[src/rtl/sparc_boot_loader.sv]
// Boot loader for the SPARC MPU RAM port: streams bytes into RAM over the mov/MFC
// handshake, then releases the CPU and passes its memory signals straight through.
module sparc_boot_loader #(
    parameter int ADDR_W      = 9,
    parameter int BASE_ADDR   = 0,
    parameter int MFC_TIMEOUT = 15
) (
    input  logic              Clk,
    input  logic              Clr,
    input  logic              Start,
    input  logic [7:0]        InData,
    input  logic              InValid,
    input  logic              InLast,
    output logic              InReady,
    output logic [ADDR_W-1:0] RamAddr,
    output logic [31:0]       RamData,
    output logic              RamMov,
    output logic              RamRW,
    output logic [1:0]        RamType,
    input  logic              RamMFC,
    input  logic [ADDR_W-1:0] CpuAddr,
    input  logic [31:0]       CpuData,
    input  logic              CpuMov,
    input  logic              CpuRW,
    input  logic [1:0]        CpuType,
    output logic              CpuMFC,
    output logic              CpuHold,
    output logic              Done,
    output logic              Err,
    output logic [ADDR_W:0]   ByteCount
);
    typedef enum logic [2:0] {S_IDLE, S_LOAD, S_WRITE, S_RUN, S_ERR} state_t;

    localparam logic [ADDR_W-1:0] BASE    = ADDR_W'(BASE_ADDR);
    localparam logic [ADDR_W-1:0] PTR_MAX = '1;
    localparam logic [7:0]        TMO_LST = 8'(MFC_TIMEOUT - 1);

    state_t            state_q;
    logic [ADDR_W-1:0] ptr_q;
    logic [7:0]        byte_q;
    logic              last_q;
    logic [7:0]        timer_q;
    logic [ADDR_W:0]   cnt_q;
    logic              ready_q, mov_q, rw_q, done_q, err_q, hold_q;
    logic              run;

    always_ff @(posedge Clk or negedge Clr) begin
        if (!Clr) begin
            state_q <= S_IDLE;
            ptr_q   <= BASE;
            byte_q  <= 8'h00;
            last_q  <= 1'b0;
            timer_q <= 8'h00;
            cnt_q   <= '0;
            ready_q <= 1'b0;
            mov_q   <= 1'b0;
            rw_q    <= 1'b1;
            done_q  <= 1'b0;
            err_q   <= 1'b0;
            hold_q  <= 1'b1;
        end else begin
            case (state_q)
                S_IDLE: if (Start) begin
                    state_q <= S_LOAD;
                    ptr_q   <= BASE;
                    cnt_q   <= '0;
                    ready_q <= 1'b1;
                end
                S_LOAD: if (InValid) begin
                    byte_q  <= InData;
                    last_q  <= InLast;
                    ready_q <= 1'b0;
                    mov_q   <= 1'b1;
                    rw_q    <= 1'b0;
                    timer_q <= 8'h00;
                    state_q <= S_WRITE;
                end
                S_WRITE: begin
                    // MFC takes priority over a timeout landing on the same edge
                    if (RamMFC) begin
                        mov_q <= 1'b0;
                        rw_q  <= 1'b1;
                        cnt_q <= cnt_q + (ADDR_W+1)'(1);
                        if (ptr_q != PTR_MAX)
                            ptr_q <= ptr_q + ADDR_W'(1);
                        if (last_q) begin
                            state_q <= S_RUN;
                            done_q  <= 1'b1;
                            hold_q  <= 1'b0;
                        end else if (ptr_q == PTR_MAX) begin
                            state_q <= S_ERR;
                            err_q   <= 1'b1;
                        end else begin
                            state_q <= S_LOAD;
                            ready_q <= 1'b1;
                        end
                    end else if (timer_q == TMO_LST) begin
                        state_q <= S_ERR;
                        mov_q   <= 1'b0;
                        rw_q    <= 1'b1;
                        err_q   <= 1'b1;
                    end else begin
                        timer_q <= timer_q + 8'd1;
                    end
                end
                default: ;
            endcase
        end
    end

    assign run       = (state_q == S_RUN);
    assign RamAddr   = run ? CpuAddr : ptr_q;
    assign RamData   = run ? CpuData : {24'h0, byte_q};
    assign RamMov    = run ? CpuMov  : mov_q;
    assign RamRW     = run ? CpuRW   : rw_q;
    assign RamType   = run ? CpuType : 2'b00;
    assign CpuMFC    = run & RamMFC;
    assign InReady   = ready_q;
    assign CpuHold   = hold_q;
    assign Done      = done_q;
    assign Err       = err_q;
    assign ByteCount = cnt_q;
endmodule

[config.mk]
export PLATFORM = sky130hd
export DESIGN_NAME = sparc_boot_loader
export DESIGN_NICKNAME = d
export VERILOG_FILES = /design/src/rtl/sparc_boot_loader.sv
export SDC_FILE = /design/constraint.sdc
export NUM_CORES = 1
export LEC_CHECK = 0
export ABC_AREA = 0
export CAP_MARGIN = 25
export CORE_MARGIN = 2
export CORE_UTILIZATION = 42
export DETAILED_ROUTE_END_ITERATION = 7
export MAX_ROUTING_LAYER = met4
export PLACE_DENSITY = 0.8
export SKIP_LAST_GASP = 1
export SYNTH_ARGS = -nofsm -noshare
export SYNTH_HDL_FRONTEND = slang
export SYNTH_SLANG_ARGS = --single-unit
[constraint.sdc]
create_clock -name Clk -period 2.5 [get_ports Clk]
set_clock_uncertainty 0.2 [all_clocks]
set_input_delay 0.25 -clock Clk [delete_from_list [all_inputs] [get_ports Clk]]
set_output_delay 0.25 -clock Clk [all_outputs]
set_load 0.01 [all_outputs]
==> flow_results.xml <==
<?xml version="1.0" encoding="UTF-8"?>
<metrics>
  <group name="run_status">
    <metric name="outcome" unit="">completed</metric>
  </group>
  <group name="routing">
    <metric name="detail_route.vias_per_cell" unit="">5.26</metric>
    <metric name="detail-route-antenna-nets" unit="">0</metric>
    <metric name="drt-pass1-iter-count" unit="">6</metric>
    <metric name="detail_route.drc_violations" unit="">0</metric>
    <metric name="routed_wirelength" unit="um">7270</metric>
    <metric name="wl_per_cell" unit="um">14.6</metric>
    <metric name="drt_first_iter_violations" unit="">104</metric>
    <metric name="num_vias" unit="">2614</metric>
  </group>
  <group name="layout">
    <metric name="design.final.nets" unit="">483</metric>
    <metric name="insertedDiodeCount" unit="">0</metric>
    <metric name="commonest_non_fill_non_tap_cells_in_the_layout" unit="">sky130_fd_sc_hd__clkdlybuf4s50_1, sky130_fd_sc_hd__nand2_1, sky130_fd_sc_hd__dfrtp_1</metric>
    <metric name="fill_cells" unit="">520</metric>
    <metric name="drive_gt1_share" unit="%">13.1</metric>
    <metric name="post-route-cell-area" unit="um^2">4130</metric>
    <metric name="layout-area-overhead-vs-synth" unit="%">53.4</metric>
    <metric name="leading_cell_type_in_the_layout_fill_and_taps_excluded" unit="">sky130_fd_sc_hd__clkdlybuf4s50_1</metric>
  </group>
  <group name="timing">
    <metric name="fmaxAchievable" unit="MHz">416</metric>
    <metric name="number_of_max_slew_violations_in_the_final_report" unit="">0</metric>
    <metric name="timing.setup.tns" unit="ns">0</metric>
    <metric name="final_critical_path_setup_slack" unit="ns">0.0950</metric>
    <metric name="worst_pin_slew" unit="ns">0.462</metric>
    <metric name="hold_viol" unit="">0</metric>
    <metric name="timing.max_slew.rel_slack" unit="%">68.7</metric>
    <metric name="min_period" unit="ns">2.40</metric>
    <metric name="finalSetupViolations" unit="">0</metric>
    <metric name="timing.final.crit_share" unit="%">96.2</metric>
  </group>
  <group name="yosys">
    <metric name="count_of_warnings_emitted_by_yosys" unit="">0</metric>
    <metric name="postSynthNetCount" unit="">361</metric>
    <metric name="prevailing_post_synth_register_cell" unit="">sky130_fd_sc_hd__dfrtp_1</metric>
    <metric name="ys_seq_elements" unit="">45</metric>
    <metric name="yosys.cell_types.count" unit="">43</metric>
    <metric name="post_synth_inst_count" unit="">297</metric>
    <metric name="mappedNetlistArea" unit="um^2">2700</metric>
    <metric name="synth_enable_flop_cells" unit="">0</metric>
    <metric name="ys_async_sr_fraction" unit="%">100</metric>
    <metric name="syn_area_per_cell" unit="um^2">9.07</metric>
    <metric name="synth-seq-area-share" unit="%">41.9</metric>
  </group>
  <group name="global_route">
    <metric name="first_global_vias" unit="">2563</metric>
    <metric name="grt_overflow_total" unit="">0</metric>
    <metric name="antenna_found_initial" unit="">0</metric>
    <metric name="grt_first_pass_wirelength" unit="um">11900</metric>
    <metric name="grt_start_max_net_pins" unit="">30</metric>
    <metric name="gr-usage-all-layers" unit="%">21.3</metric>
  </group>
  <group name="floorplanning">
    <metric name="die_w" unit="um">84.1</metric>
    <metric name="design.die.area" unit="um^2">7070</metric>
    <metric name="boundaryPins" unit="">119</metric>
    <metric name="rows" unit="">29</metric>
    <metric name="core_area" unit="um^2">6280</metric>
    <metric name="initial_utilization" unit="%">42.9</metric>
    <metric name="die_y" unit="um">84.1</metric>
  </group>
  <group name="cts">
    <metric name="numCtsBuffers" unit="">5</metric>
    <metric name="clock_latency" unit="ns">0.30</metric>
    <metric name="ctsLongestPathBuffers" unit="">2</metric>
    <metric name="cts.htree.levels" unit="">2</metric>
    <metric name="cts.root.buffer_cell" unit="">sky130_fd_sc_hd__clkbuf_8</metric>
    <metric name="post_cts_clock_slew_at_the_launch_and_capture_registers_of_the_worst_setup_and_hold_paths" unit="ns">0.09</metric>
    <metric name="cts_tree" unit="">yes</metric>
    <metric name="clock-sinks" unit="">45</metric>
  </group>
  <group name="placed_design">
    <metric name="finalWeightedCongestion" unit="">0.868</metric>
    <metric name="placed_area" unit="um^2">3980</metric>
    <metric name="preCtsSetupSlack" unit="ns">0.121</metric>
    <metric name="count_of_buffers_from_port_buffering" unit="">118</metric>
    <metric name="place.detailed.hpwl" unit="um">5530</metric>
  </group>
  <group name="worst_setup_path">
    <metric name="setup_crit_start_kind" unit="">register</metric>
    <metric name="worstSetupEndpoint" unit="">RamRW</metric>
    <metric name="r2r_cells" unit="">8</metric>
    <metric name="worst_setup_path_end_kind" unit="">output port</metric>
    <metric name="worstSetupPathType" unit="">reg -&gt; out</metric>
    <metric name="timing.critical_path.arrival" unit="ns">1.95</metric>
    <metric name="crit_path_slowest_cell" unit="">sky130_fd_sc_hd__clkdlybuf4s50_1</metric>
    <metric name="worst_path_largest_cell_delay" unit="ns">0.49</metric>
    <metric name="worstPathCellList" unit="">nor2_4 -&gt; buf_12 -&gt; mux2_2 -&gt; clkdlybuf4s50_1</metric>
    <metric name="cp-startpoint" unit="">state_q[2]$_DFFE_PN0P_</metric>
    <metric name="r2r_start" unit="">ptr_q[0]$_DFFE_PN0P_</metric>
    <metric name="critical_path_peak_fanout" unit="">23</metric>
    <metric name="worstPathRequired" unit="ns">2.05</metric>
    <metric name="ff_to_ff_setup_slack" unit="ns">0.15</metric>
    <metric name="crit-reg2reg-capture" unit="">ptr_q[5]$_DFFE_PN0P_</metric>
  </group>
  <group name="hold_path">
    <metric name="hold_path_class" unit="">in -&gt; async</metric>
  </group>
  <group name="job">
    <metric name="max-cap-violations" unit="">0</metric>
  </group>
  <group name="power_and_ir_drop">
    <metric name="total_leakage_power" unit="nW">1.76</metric>
    <metric name="power-per-cell-area" unit="nW/um^2">767</metric>
    <metric name="largest_voltage_drop_on_the_vdd_net" unit="mV">0.501</metric>
  </group>
</metrics>
[state kept, by name, indices dropped and copies added, names as in the netlist]
register and flops:
ByteCount 10, CpuHold 1, ptr_q 9, Done 1, rw_q 1, Err 1, byte_q 8, InReady 1
mov_q 1, state_q 3, timer_q 8, last_q 1
[where the power goes]
group	leakage (nW)	switching (mW)	internal, mW	total [mW]
combinational	1.13	0.681	0.903	1.58
sequential	0.585	0.192	0.951	1.14
clock	0.0450	0.249	0.194	0.443
total	1.76	1.12	2.05	3.17
[synthesized netlist by cell type (5+ instances only)]
| cell | n | area, um^2 |
|---|---|---|
| sky130_fd_sc_hd__nand2_1 | 46 | 173 |
| sky130_fd_sc_hd__dfrtp_1 | 43 | 1080 |
| sky130_fd_sc_hd__and2_1 | 26 | 163 |
| sky130_fd_sc_hd__mux2_2 | 22 | 248 |
| sky130_fd_sc_hd__nand3_1 | 20 | 100 |
| sky130_fd_sc_hd__nor2_1 | 17 | 63.8 |
| sky130_fd_sc_hd__clkbuf_1 | 11 | 41.3 |
| sky130_fd_sc_hd__o21ai_0 | 11 | 55.1 |
| sky130_fd_sc_hd__a21oi_1 | 9 | 45.0 |
| sky130_fd_sc_hd__inv_1 | 7 | 26.3 |
| sky130_fd_sc_hd__a21o_1 | 5 | 37.5 |
| sky130_fd_sc_hd__a31oi_1 | 5 | 31.3 |
| sky130_fd_sc_hd__ha_1 | 5 | 62.6 |
| sky130_fd_sc_hd__or4_1 | 5 | 37.5 |
| sky130_fd_sc_hd__xnor2_1 | 5 | 43.8 |
[metrics by stage]
| step | std cells | util (%) | power [mW] | hold slack, ns |
|---|---|---|---|---|
| final | 497 | 65.9 | 3.17 | 0.199 |
| after global routing | 497 | 65.9 | 3.38 | 0.242 |
| after CTS | 495 | 65.5 | 3.16 | 0.206 |
| after detailed placement | 485 | 63.4 | 2.69 | -0.00358 |
| after global placement | 485 | 63.4 | 2.64 | -0.00970 |
| after floorplan | 297 | - | 1.92 | -0.246 |
[cell type report]
class / count / area [um^2] / share of cell area, %
repair buffers: 132 / 1320 / 32.0
flip-flops and latches: 45 / 1130 / 27.3
well taps: 77 / 96.3 / 2.33
inverters: 7 / 26.3 / 0.636
multi-input cells: 228 / 1480 / 35.7
clock buffers: 6 / 72.6 / 1.76
clock inverters: 2 / 10.0 / 0.242
[worst max-delay path, delay by kind of cell, from the launching register on]
kind,cells,cell delay [ns]
flops,1,0.45
mux,1,0.35
simple gates,1,0.18
buf+inv,2,0.68
[cells by family after synthesis]
family,after synthesis,synth area share [%]
xor+xnor,9,2.92
flops,45,41.9
simple gates,146,28.5
buf+inv,24,4.09
mux,24,9.94
compound gates,44,10.4
fa+ha+maj,5,2.32
[layer usage]
layer	track usage [%]	vias to the layer above	share of wire, %
met3	4.25	10	4.8
met4	6.01	0	1.4
met2	36.0	65	52
li1	-	1282	-
met1	26.0	1257	42
met5	-	-	0
[what timing repair did]
action                                  4_1_cts  5_1_grt
resized for setup                             1        3
endpoints found under the setup margin        3       23
hold buffers                                  1        0
gates cloned                                  1        0
hold endpoints to repair                     16        0
setup buffers                                 0        2
pin swaps                                     0        1
[worst min-delay path by stage]
stage	startpoint	endpoint	depth (start not counted)
2_1_floorplan	Clr	ByteCount[0]$_DFFE_PN0P_	0
3_3_place_gp	Clr	ByteCount[3]$_DFFE_PN0P_	1
3_5_place_dp	Clr	ByteCount[9]$_DFFE_PN0P_	1
4_1_cts	Clr	ByteCount[7]$_DFFE_PN0P_	2
5_1_grt	Clr	ByteCount[9]$_DFFE_PN0P_	2
6_report	Clr	ByteCount[8]$_DFFE_PN0P_	2
No activity file was read; power rests on OpenSTA's default activity.
